[src/rtl/dma_wb_initiator.sv]
// Wishbone-classic DMA initiator: moves blocks of 32-bit words between the SDRAM
// burst window and on-chip streams (read via a small FIFO, write via a holding register).
module dma_wb_initiator #(
    parameter int FIFO_DEPTH = 8,
    parameter int LEN_W      = 16
) (
    input  logic             clk,
    input  logic             rst_n,
    input  logic             start,
    input  logic             dir,
    input  logic [22:0]      base_addr,
    input  logic [LEN_W-1:0] len,
    output logic             busy,
    output logic             done,
    output logic [1:0]       dma_fun_sel,
    output logic             dma_wbs_cyc_o,
    output logic             dma_wbs_stb_o,
    output logic             dma_wbs_we_o,
    output logic [31:0]      dma_wbs_adr_o,
    output logic [31:0]      dma_wbs_dat_o,
    input  logic [31:0]      dma_wbs_dat_i,
    input  logic             dma_wbs_ack_i,
    input  logic             dma_brust_valid_i,
    output logic [31:0]      m_tdata,
    output logic             m_tvalid,
    input  logic             m_tready,
    input  logic [31:0]      s_tdata,
    input  logic             s_tvalid,
    output logic             s_tready
);
    localparam int AW = (FIFO_DEPTH > 1) ? $clog2(FIFO_DEPTH) : 1;
    localparam int CW = AW + 1;
    localparam logic [CW-1:0] DEPTH_C = CW'(FIFO_DEPTH);

    typedef enum logic [2:0] {IDLE, RD, WR, DRAIN, DONE} state_t;
    state_t state, state_nx;

    logic [LEN_W-1:0] remaining, remaining_nx;
    logic [31:0]      mem [FIFO_DEPTH];
    logic [AW-1:0]    wr_ptr, rd_ptr;
    logic [CW-1:0]    count, count_nx;
    logic             beat, last_beat, push, pop, s_fire;

    assign beat         = dma_wbs_cyc_o & dma_wbs_stb_o & (dma_wbs_ack_i | dma_brust_valid_i);
    assign last_beat    = beat && (remaining == LEN_W'(1));
    assign push         = (state == RD) && beat;
    assign pop          = m_tvalid && m_tready;
    assign remaining_nx = remaining - LEN_W'(beat);
    assign count_nx     = count + CW'(push) - CW'(pop);

    assign m_tvalid = (count != '0);
    assign m_tdata  = m_tvalid ? mem[rd_ptr] : '0;
    // In WR the strobe doubles as the holding-register valid flag.
    assign s_tready = (state == WR) && !dma_wbs_stb_o;
    assign s_fire   = s_tvalid && s_tready;
    assign busy     = (state == RD) || (state == WR) || (state == DRAIN);
    assign done     = (state == DONE);

    always_comb begin
        state_nx = state;
        case (state)
            IDLE:    if (start) state_nx = (len == '0) ? DONE : (dir ? WR : RD);
            RD:      if (last_beat) state_nx = DRAIN;
            WR:      if (last_beat) state_nx = DONE;
            DRAIN:   if (count == '0) state_nx = DONE;
            DONE:    state_nx = IDLE;
            default: state_nx = IDLE;
        endcase
    end

    always_ff @(posedge clk) begin
        if (!rst_n) begin
            state         <= IDLE;
            remaining     <= '0;
            dma_fun_sel   <= 2'b00;
            dma_wbs_cyc_o <= 1'b0;
            dma_wbs_stb_o <= 1'b0;
            dma_wbs_we_o  <= 1'b0;
            dma_wbs_adr_o <= '0;
            dma_wbs_dat_o <= '0;
        end else begin
            state <= state_nx;
            case (state)
                IDLE: if (start && len != '0) begin
                    remaining     <= len;
                    dma_wbs_adr_o <= {9'h0F0, base_addr & 23'h7FFFFC};
                    dma_wbs_cyc_o <= 1'b1;
                    dma_wbs_stb_o <= !dir;
                    dma_wbs_we_o  <= dir;
                    dma_fun_sel   <= dir ? 2'b10 : 2'b01;
                end
                RD: begin
                    if (beat) begin
                        dma_wbs_adr_o[22:0] <= dma_wbs_adr_o[22:0] + 23'd4;
                        remaining           <= remaining_nx;
                    end
                    // Only request a word when the FIFO is guaranteed room for it.
                    dma_wbs_stb_o <= (remaining_nx != '0) && (count_nx < DEPTH_C);
                    if (last_beat) dma_wbs_cyc_o <= 1'b0;
                end
                WR: begin
                    if (s_fire) begin
                        dma_wbs_dat_o <= s_tdata;
                        dma_wbs_stb_o <= 1'b1;
                    end
                    if (beat) begin
                        dma_wbs_adr_o[22:0] <= dma_wbs_adr_o[22:0] + 23'd4;
                        remaining           <= remaining_nx;
                        dma_wbs_stb_o       <= 1'b0;
                    end
                    if (last_beat) dma_wbs_cyc_o <= 1'b0;
                end
                DONE: begin
                    dma_fun_sel   <= 2'b00;
                    dma_wbs_we_o  <= 1'b0;
                    dma_wbs_adr_o <= '0;
                    dma_wbs_dat_o <= '0;
                end
                default: ;
            endcase
        end
    end

    always_ff @(posedge clk) begin
        if (push) mem[wr_ptr] <= dma_wbs_dat_i;
    end

    always_ff @(posedge clk) begin
        if (!rst_n) begin
            wr_ptr <= '0;
            rd_ptr <= '0;
            count  <= '0;
        end else begin
            if (push) wr_ptr <= wr_ptr + AW'(1);
            if (pop)  rd_ptr <= rd_ptr + AW'(1);
            count <= count_nx;
        end
    end
endmodule
[config.mk]
export PLATFORM = sky130hd
export DESIGN_NAME = dma_wb_initiator
export DESIGN_NICKNAME = d
export VERILOG_FILES = /design/src/rtl/dma_wb_initiator.sv
export SDC_FILE = /design/constraint.sdc
export NUM_CORES = 1
export LEC_CHECK = 0
export BUFFER_PORTS_ARGS = -buffer_cell sky130_fd_sc_hd__buf_2
export CORE_ASPECT_RATIO = 0.5
export CORE_MARGIN = 2
export CORE_UTILIZATION = 55
export CTS_CLUSTER_DIAMETER = 40
export DETAILED_ROUTE_END_ITERATION = 8
export PLACE_DENSITY = 0.77
export RECOVER_POWER = 25
export SETUP_SLACK_MARGIN = 0.3
export SYNTH_ARGS = -nofsm -noshare
export SYNTH_HDL_FRONTEND = slang
export SYNTH_SLANG_ARGS = --single-unit
[constraint.sdc]
create_clock -name clk -period 13.05 [get_ports clk]
set_input_delay 0 -clock clk [delete_from_list [all_inputs] [get_ports clk]]
set_output_delay 0 -clock clk [all_outputs]
set_load 0.01 [all_outputs]
==> flow_summary.yaml <==
timing:
  fin_crit_ns: 3.55
  rsz0062_at_grt: "no"
  setup_viol: 0
  hold_viol: 0
  max_freq_mhz: 282
  skew_ns: 0.0316
  slew_viol_final: 0
  timing.final.crit_share_pct: 27.2
  slew_headroom_pct: 16.5
  fin_setup_tns_ns: 0
  tightest_slew_ns: 1.25
clock_network:
  clk_latency_ns: 0.54
  cts_buffer_depth: 3
  cts_tree: "done"
  cts_root_buffer: "clkbuf_16"
  post_cts_buffers: 0
  clkSlewWorstSetupHoldPaths_ns: 0.06
  numCtsBuffers: 35
  cts.sinks: 346
  htreeDepth: 2
  cts.repair.resized: 0
layout:
  nets: 1482
  postLayoutCoreUtil_pct: 69.4
  layout-drive-gt1-share_pct: 24.7
  syn2layout_area_growth_pct: 24.8
drt:
  drc: 0
  drtIter0Drc: 1034
  vias: 10379
  antenna_left: 0
  first_pass_iters: 5
  via_per_inst: 5.97
  drt_wl_total_mm: 36.2
  routedWlPerCell_um: 20.8
synth:
  synth_edf_count: 256
  synth_xor_area_share_pct: 0.600
  yosys-top-cells-count: "256 x edfxtp_1, 90 x dfxtp_1, 90 x nand2_1"
  synth_mux_area_share_pct: 12.1
  synth_area_leader_cell: "edfxtp_1"
  syn-instance-count: 1054
  synth.most_common_cell: "edfxtp_1"
  synth_top_family_by_area: "multiplexers"
  synthAdderAreaFrac_pct: 0.994
  ys_warn_count: 0
  seq_area_frac_synth_pct: 65.0
  avgSynthCellArea_sq_um: 13.9
  ys_ff_latch: 346
  synth_top_cell_area_share_pct: 52.6
  synth_compound_area_share_pct: 8.12
  syn_area_sq_um: 14600
  synth-simple-area-share_pct: 10.2
  synth.area.top_cells: "edfxtp_1 53%, dfxtp_1 12%, mux4_2 9.9%"
  async_reset_ff_share_pct: 0
  synthDistinctLibCells: 70
  yosys_most_used_dff: "edfxtp_1"
global_routing:
  grt_usage_pct: 25.9
  grt_pass1_wl_mm: 55.6
  grt_antenna_before_repair: 1
  overflow: 0
  grt_pass1_vias: 10219
  grt_max_degree: 67
status:
  status: "completed"
worst_setup_path:
  worstSetupEndpointType: "register"
  startpoint_type: "register"
  path_class: "reg -> reg"
  worstPathArrival_ns: 3.73
  required_ns: 13.23
  worstPathMaxFanout: 21
die:
  die_w_um: 234
  die_h_um: 119
  core_sq_um: 26300
  rows: 42
  start_util_pct: 55.6
  ios: 216
  die_area_sq_um: 28000
pwr:
  cellPowerDensity_nw_per_um2: 171
  p_leak_nw: 6.46
  irDropWorstVdd_uv: 117
worst_hold_path:
  hp-class: "in -> reg"
job:
  maxCapViolations: 0
placement:
  port_buffers: 206
  hpwlAfterDp_mm: 19.8
  gp_congestion: 0.891
==> where the power goes <==
part / internal [mW] / leakage, nW / switching [mW]
Combinational: 0.355 / 2.83 / 0.433
Clock: 0.634 / 0.596 / 0.426
Sequential: 1.22 / 3.04 / 0.0584
Total: 2.21 / 6.46 / 0.917
==> cells in the final DEF (no fill, tap or decap), drive strengths merged, types with 4 or more instances in the layout <==
cell         Yosys  routed
o21a            11      11
bufinv           0       6
nor3            22      22
a22o             6       6
dfxtp           90      90
clkinv           0      11
nand3           42      42
conb             1       7
inv             16      20
or4b             4       4
a211oi           5       5
o21ai           35      35
clkbuf          42      66
mux2i           33      33
dlygate4sd3      0     114
nand4            7       7
and3             7       7
nand2b           7       7
ha              10      10
a21o            13      13
nor2b            4       4
buf             29     196
nor2            83      83
a31oi            8       8
and2             6       6
a21oi           86      86
nand2           90      90
nor4            12      12
mux4            64      64
or2              4       4
xnor2            5       5
edfxtp         256     256
xor2             5       5
==> cell families (layout without fill, tap and decap cells) <==
group	count (synthesis)	in the layout
other	1	8
AND/OR/NAND/NOR	307	307
AO/OA/AOI/OAI	193	193
multiplexers	97	97
flip-flops	346	346
XOR/XNOR	10	10
buffers and inverters	89	414
adder cells (fa/ha/maj)	11	11
==> timing repair <==
action | 4_1_cts | 5_1_grt
endpoints found under the setup margin | 0 | 0
hold buffers | 114 | 0
endpoints found under the hold margin | 332 | 0
==> area by class of cell <==
cell class	count	area (sq um)
clock inverters	22	285
repair buffers	336	2260
multi-input cells	625	4760
clock buffers	40	926
diodes	1	2.50
inverters	16	60.1
well taps	352	440
fillers	1735	8040
flip-flops and latches	346	9500
==> sequential cells by signal, summed over array words and instances, names as in the netlist, named ones only <==
register	flops
count	4
dma_fun_sel	2
dma_wbs_adr_o	22
dma_wbs_cyc_o	1
dma_wbs_dat_o	32
dma_wbs_stb_o	1
mem	256
rd_ptr	3
remaining	16
state	3
wr_ptr	3
==> path summary, 6_finish.rpt <==
kind | startpoint | endpoint | slack, ns | cells after the start
min reg2reg | dma_wbs_dat_o[0]$_SDFFE_PN0P_ | dma_wbs_dat_o[0]$_SDFFE_PN0P_ | 0.45 | 2
max reg2reg | state[0]$_SDFFE_PN0P_ | mem[4][30]$_DFFE_PP_ | 9.50 | 5
min | m_tready | rd_ptr[0]$_SDFFE_PN0P_ | 0.03 | 4
max | state[0]$_SDFFE_PN0P_ | mem[4][30]$_DFFE_PP_ | 9.50 | 5
==> per-layer routing <==
layer	global-route usage (%)	share of wire, %
met1	35.1	41
met4	7.82	2.6
met2	42.4	49
met3	5.41	7.4
met5	0	0
==> metrics by stage <==
step	hold slack [ns]	worst slack, ns	total power [mW]	std cells	area (sq um)
after floorplan	0.0989	8.15	1.81	1060	14600
after global placement	0.242	9.61	2.03	1561	15900
after detailed placement	0.248	9.49	2.05	1561	15900
after CTS	0.0139	9.49	3.13	1737	18300
after global routing	0.0624	9.22	3.27	1738	18200
final	0.0283	9.50	3.12	1738	18200
==> critical path, stage by stage, from the launching register on <==
cell and delay, ns:
dfxtp_1 0.59, nand2b_1 0.16, nor3_1 0.55, nand2_1 0.38, nor3_2 1.02, buf_4 0.51
Power figures use the tool's default switching activity.
